**config.mk**
```make
export PLATFORM = sky130hd
export DESIGN_NAME = mul8_shared_arbiter
export DESIGN_NICKNAME = d
export VERILOG_FILES = /design/src/rtl/mul8_arb_pkg.sv /design/src/rtl/mul8.sv /design/src/rtl/mul8_shared_arbiter.sv
export SDC_FILE = /design/constraint.sdc
export NUM_CORES = 1
export LEC_CHECK = 0
export CAP_MARGIN = 20
export CORE_AREA = 2 2 118 120
export CTS_BUF_LIST = sky130_fd_sc_hd__clkbuf_16
export DETAILED_ROUTE_END_ITERATION = 12
export DIE_AREA = 0 0 120 122
export SLEW_MARGIN = 20
export SYNTH_ARGS = -nofsm -noshare
export SYNTH_HDL_FRONTEND = slang
export SYNTH_SLANG_ARGS = --single-unit
```
**constraint.sdc**
```tcl
create_clock -name clock -period 5 [get_ports clock]
set_input_delay 1 -clock clock [delete_from_list [all_inputs] [get_ports clock]]
set_output_delay 1 -clock clock [all_outputs]
set_load 0.02 [all_outputs]
```
**src/rtl/mul8_arb_pkg.sv**
```systemverilog
// Shared types and helpers for the two-client MUL8 arbiter.
package mul8_arb_pkg;

  typedef enum logic [1:0] {
    IDLE = 2'd0,
    CALC = 2'd1,
    ACK  = 2'd2
  } state_e;

  typedef enum logic {
    GNT_A = 1'b0,
    GNT_B = 1'b1
  } gnt_e;

  localparam int unsigned CNT_W = 4;

  // Round-robin pick: on a tie the side that was not served last wins.
  function automatic gnt_e pick_grant(input logic ra, input logic rb, input gnt_e last);
    if (ra && rb) begin
      return (last == GNT_A) ? GNT_B : GNT_A;
    end else if (ra) begin
      return GNT_A;
    end else begin
      return GNT_B;
    end
  endfunction

endpackage

```
**src/rtl/mul8.sv**
```systemverilog
// Combinational 8x8 -> 16 unsigned multiplier.
module mul8 (
  input  logic [7:0]  x,
  input  logic [7:0]  y,
  output logic [15:0] m
);

  // Zero-extend before multiplying so the full 16-bit product is kept.
  always_comb begin
    m = {8'd0, x} * {8'd0, y};
  end

endmodule

```
**src/rtl/mul8_shared_arbiter.sv**
```systemverilog
// Round-robin arbiter sharing one MUL8 between two 4-phase requesters.
module mul8_shared_arbiter
  import mul8_arb_pkg::*;
#(
  parameter int unsigned WAIT_CYCLES = 1
) (
  input  logic        clock,
  input  logic        reset_,
  input  logic        req_a,
  input  logic [7:0]  xa,
  input  logic [7:0]  ya,
  output logic        ack_a,
  output logic [15:0] m_a,
  input  logic        req_b,
  input  logic [7:0]  xb,
  input  logic [7:0]  yb,
  output logic        ack_b,
  output logic [15:0] m_b,
  output logic        busy
);

  localparam logic [CNT_W-1:0] CNT_LOAD = CNT_W'(WAIT_CYCLES - 1);

  state_e            state_q, state_d;
  gnt_e              grant_q, grant_d;
  gnt_e              last_q,  last_d;
  gnt_e              next_gnt;
  logic [7:0]        x_q, x_d;
  logic [7:0]        y_q, y_d;
  logic [CNT_W-1:0]  cnt_q, cnt_d;
  logic [15:0]       m_a_d, m_b_d;
  logic              ack_a_d, ack_b_d;
  logic              req_g;
  logic [15:0]       prod;

  // The multiplier only ever sees the operands latched at grant time.
  mul8 u_mul8 (
    .x(x_q),
    .y(y_q),
    .m(prod)
  );

  assign next_gnt = pick_grant(req_a, req_b, last_q);
  assign req_g    = (grant_q == GNT_A) ? req_a : req_b;
  assign busy     = (state_q != IDLE);

  // State and datapath registers; reset abandons any service in progress.
  always_ff @(posedge clock or negedge reset_) begin
    if (!reset_) begin
      state_q <= IDLE;
      grant_q <= GNT_A;
      last_q  <= GNT_B;
      x_q     <= '0;
      y_q     <= '0;
      cnt_q   <= '0;
      m_a     <= '0;
      m_b     <= '0;
      ack_a   <= 1'b0;
      ack_b   <= 1'b0;
    end else begin
      state_q <= state_d;
      grant_q <= grant_d;
      last_q  <= last_d;
      x_q     <= x_d;
      y_q     <= y_d;
      cnt_q   <= cnt_d;
      m_a     <= m_a_d;
      m_b     <= m_b_d;
      ack_a   <= ack_a_d;
      ack_b   <= ack_b_d;
    end
  end

  // Next-state and next-register values; everything holds unless a phase moves it.
  always_comb begin
    state_d = state_q;
    grant_d = grant_q;
    last_d  = last_q;
    x_d     = x_q;
    y_d     = y_q;
    cnt_d   = cnt_q;
    m_a_d   = m_a;
    m_b_d   = m_b;
    ack_a_d = ack_a;
    ack_b_d = ack_b;
    case (state_q)
      IDLE: begin
        if (req_a || req_b) begin
          grant_d = next_gnt;
          x_d     = (next_gnt == GNT_A) ? xa : xb;
          y_d     = (next_gnt == GNT_A) ? ya : yb;
          cnt_d   = CNT_LOAD;
          state_d = CALC;
        end
      end
      CALC: begin
        if (cnt_q != '0) begin
          cnt_d = cnt_q - 4'd1;
        end else begin
          if (grant_q == GNT_A) begin
            m_a_d   = prod;
            ack_a_d = 1'b1;
          end else begin
            m_b_d   = prod;
            ack_b_d = 1'b1;
          end
          state_d = ACK;
        end
      end
      ACK: begin
        if (!req_g) begin
          ack_a_d = 1'b0;
          ack_b_d = 1'b0;
          last_d  = grant_q;
          state_d = IDLE;
        end
      end
      default: begin
        state_d = IDLE;
      end
    endcase
  end

endmodule

```
==> summary.txt <==
Status
  – Status: finished, final reports clean

Worst setup path
  – Worst R2R Setup Slack: 0.65 ns
  – CP endpoint: m_b[12]$_DFFE_PN0P_
  – Reg-to-Reg Start: y_q[4]$_DFFE_PN0P_
  – Crit path launch type: flip-flop
  – Setup CP Type: flip-flop to flip-flop
  – Crit. End Element: flip-flop
  – Crit path from: y_q[4]$_DFFE_PN0P_
  – Worst endpoint required time: 5.20 ns
  – Reg2reg end: m_b[12]$_DFFE_PN0P_
  – Worst EP arrival: 4.55 ns
  – R2R cell count: 14
  – Worst-path maximum fanout: 9

Placed design
  – GP Congestion: 0.841
  – Count of buffers from port buffering: 70
  – Place WS: 0.647 ns
  – Inst Count DP: 693
  – Post-DP HPWL: 7680 um
  – Dpl cell area: 5460 um^2

Timing
  – Fin Setup TNS: 0 ns
  – Period utilization: 87.0%
  – Layout Skew: 0.00679 ns
  – RSZ-0062 raised after global routing: false
  – F_max: 0.230 GHz
  – Max_slew headroom: 35.2%
  – Final setup violation count: 0
  – Final hold vios: 0
  – Fin worst setup slack: 0.651 ns
  – Final Max Slew Viols: 0
  – Final min period: 4.35 ns
  – Worst-margin pin slew: 0.973 ns

Synthesis
  – Seq/Total Area, Yosys: 31.6%
  – Average size of a mapped cell: 10.1 um^2
  – Post-Synth Simple-Gate Area: 16.2%
  – Mapped Nets: 563
  – Post-Syn Instances: 453
  – Ys async rst share: 100%
  – Leading area contributor after synthesis: dfrtp_1
  – Top cell type's share of synthesized area: 31.0%
  – Mux cell area share after synthesis: 9.31%
  – Post-synthesis xor/xnor area fraction: 2.29%
  – Yosys warns: 0
  – Netlist Area Pre-Place: 4600 um^2
  – Top FF cell, synth: dfrtp_1
  – EDFF count, synth: 0
  – Complex-gate fraction of the synthesized area: 9.01%
  – Post-synthesis register bit count: 58
  – Synth top area cells: dfrtp_1 31%, fa_1 16%, ha_1 10%
  – Largest family of logic cells by synthesized area: adder cells
  – Post-Synth Adder-Cell Area: 26.0%
  – Count of cell types in the netlist: 46

Floorplan
  – FP Rows: 43
  – Die Wd: 120 um
  – Full die area: 14,600 um^2
  – IO Count: 71
  – Core Box Area: 13,500 um^2
  – Initial Utilization: 34.0%
  – Die Height: 122 um

Clock network
  – Max clock buf depth: 2
  – # hold bufs at CTS: 0
  – Post-CTS Setup Inserts: 0
  – Reg clk slew, reported paths: 0.05 ns
  – CTS resizes: 0
  – CTS tree: yes
  – Clock root cell: clkbuf_16
  – Clk Latency, worst-skew pair: 0.32 ns
  – Clk sinks: 58
  – CTS H-tree depth: 3
  – Clock buffer count from CTS: 9

Detailed routing
  – Average wire per standard cell: 13.7 um
  – Vias/cell: 4.74
  – WL final: 9730 um
  – Initial DRC Count: 89
  – DRC Markers: 0
  – Post-route ant nets: 0
  – Via count: 3,358
  – First-pass DRT Iterations: 4

Layout
  – Commonest non-fill, non-tap cell in the layout: clkdlybuf4s50_1
  – Final nets: 634
  – Multi-input logic area: 2900 um^2
  – Area grow syn2layout: 24.3%
  – Most frequent cells in the layout: 69 x clkdlybuf4s50_1, 58 x nand2_1, 57 x dfrtp_1
  – Ant. Diodes: 0
  – Layout fillers: 1,328
  – Final Instance Area: 5710 um^2
  – Fraction of layout cells with a size suffix above 1: 9.28%
  – Sequential cell area: 1450 um^2
  – Final non-filler cell total: 708

Worst hold path
  – HP Class: flip-flop to flip-flop

Global route
  – Grt total ovfl: 0
  – Global Route Usage Sum: 14.3%
  – Initial antenna violation count: 0
  – First-pass GRT wire length: 16,500 um
  – Vias in the first global route: 3,455
  – Largest net degree at the start of global routing: 59

Job
  – Count of max-cap constraint violations: 0
[registers in the layout, summed over array words and instances, names as in the netlist]
register and flops:
m_a 16, m_b 16, x_q 8, y_q 8, cnt_q 4, state_q 2, ack_a 1, ack_b 1
grant_q 1, last_q 1
[critical path, stage by stage, from the launching register on]
cell	delay, ns
dfrtp_1	0.51
nand2_1	0.14
fa_1	0.52
fa_1	0.50
inv_1	0.05
fa_1	0.53
inv_1	0.05
fa_1	0.52
inv_1	0.04
ha_1	0.35
a21oi_1	0.22
o211ai_2	0.17
a31oi_1	0.24
xnor2_1	0.10
mux2_2	0.26
[stage by stage]
stage	util, %	hold WS (ns)
2_1_floorplan	-	0.458
5_1_grt	42.3	0.518
3_3_place_gp	40.4	0.469
3_5_place_dp	40.4	0.474
4_1_cts	42.2	0.486
6_report	42.3	0.480
[cell type report]
cell class,instances,share of cell area [%]
Sequential cell,58,25.4
Multi-Input combinational cell,335,50.7
Inverter,49,3.22
Clock inverter,6,0.438
Clock buffer,9,3.94
Tap cell,180,3.94
Timing Repair Buffer,71,12.3
[cells by family (layout without fill, tap and decap cells)]
logic type | after synthesis | count (layout)
multiplexers | 40 | 40
AO/OA/AOI/OAI | 67 | 67
flip-flops | 58 | 58
buffers and inverters | 60 | 135
AND/OR/NAND/NOR | 142 | 142
XOR/XNOR | 12 | 12
adder cells (fa/ha/maj) | 74 | 74
[routing by layer]
metal	GRT usage, %	part of all wire [%]	up-vias
met5	0	0	-
met4	4.71	1.5	0
met3	3.14	3.2	12
met2	24.9	53	55
met1	17.8	42	1652
li1	-	-	1639
[worst min path at each step]
stage / start / to / cells past startpoint
global route: m_a[5]$_DFFE_PN0P_ / m_a[5]$_DFFE_PN0P_ / 2
floorplan: last_q$_DFFE_PN1P_ / last_q$_DFFE_PN1P_ / 2
CTS: m_a[5]$_DFFE_PN0P_ / m_a[5]$_DFFE_PN0P_ / 2
global placement: m_b[4]$_DFFE_PN0P_ / m_b[4]$_DFFE_PN0P_ / 2
finish: m_a[5]$_DFFE_PN0P_ / m_a[5]$_DFFE_PN0P_ / 2
detailed placement: m_a[5]$_DFFE_PN0P_ / m_a[5]$_DFFE_PN0P_ / 2
[cell usage after synthesis, drive strengths merged (4+ instances only)]
library cell and count:
a21oi 15, and2 47, buf 10, dfrtp 57, fa 36, ha 38, inv 49, mux2 22
mux2i 18, nand2 58, nand3 8, nor2 10, o21ai 35, xnor2 8, xor2 4
Power is not shown: default switching activity piles up to over one toggle a cycle in this logic, so the estimate is an artifact.
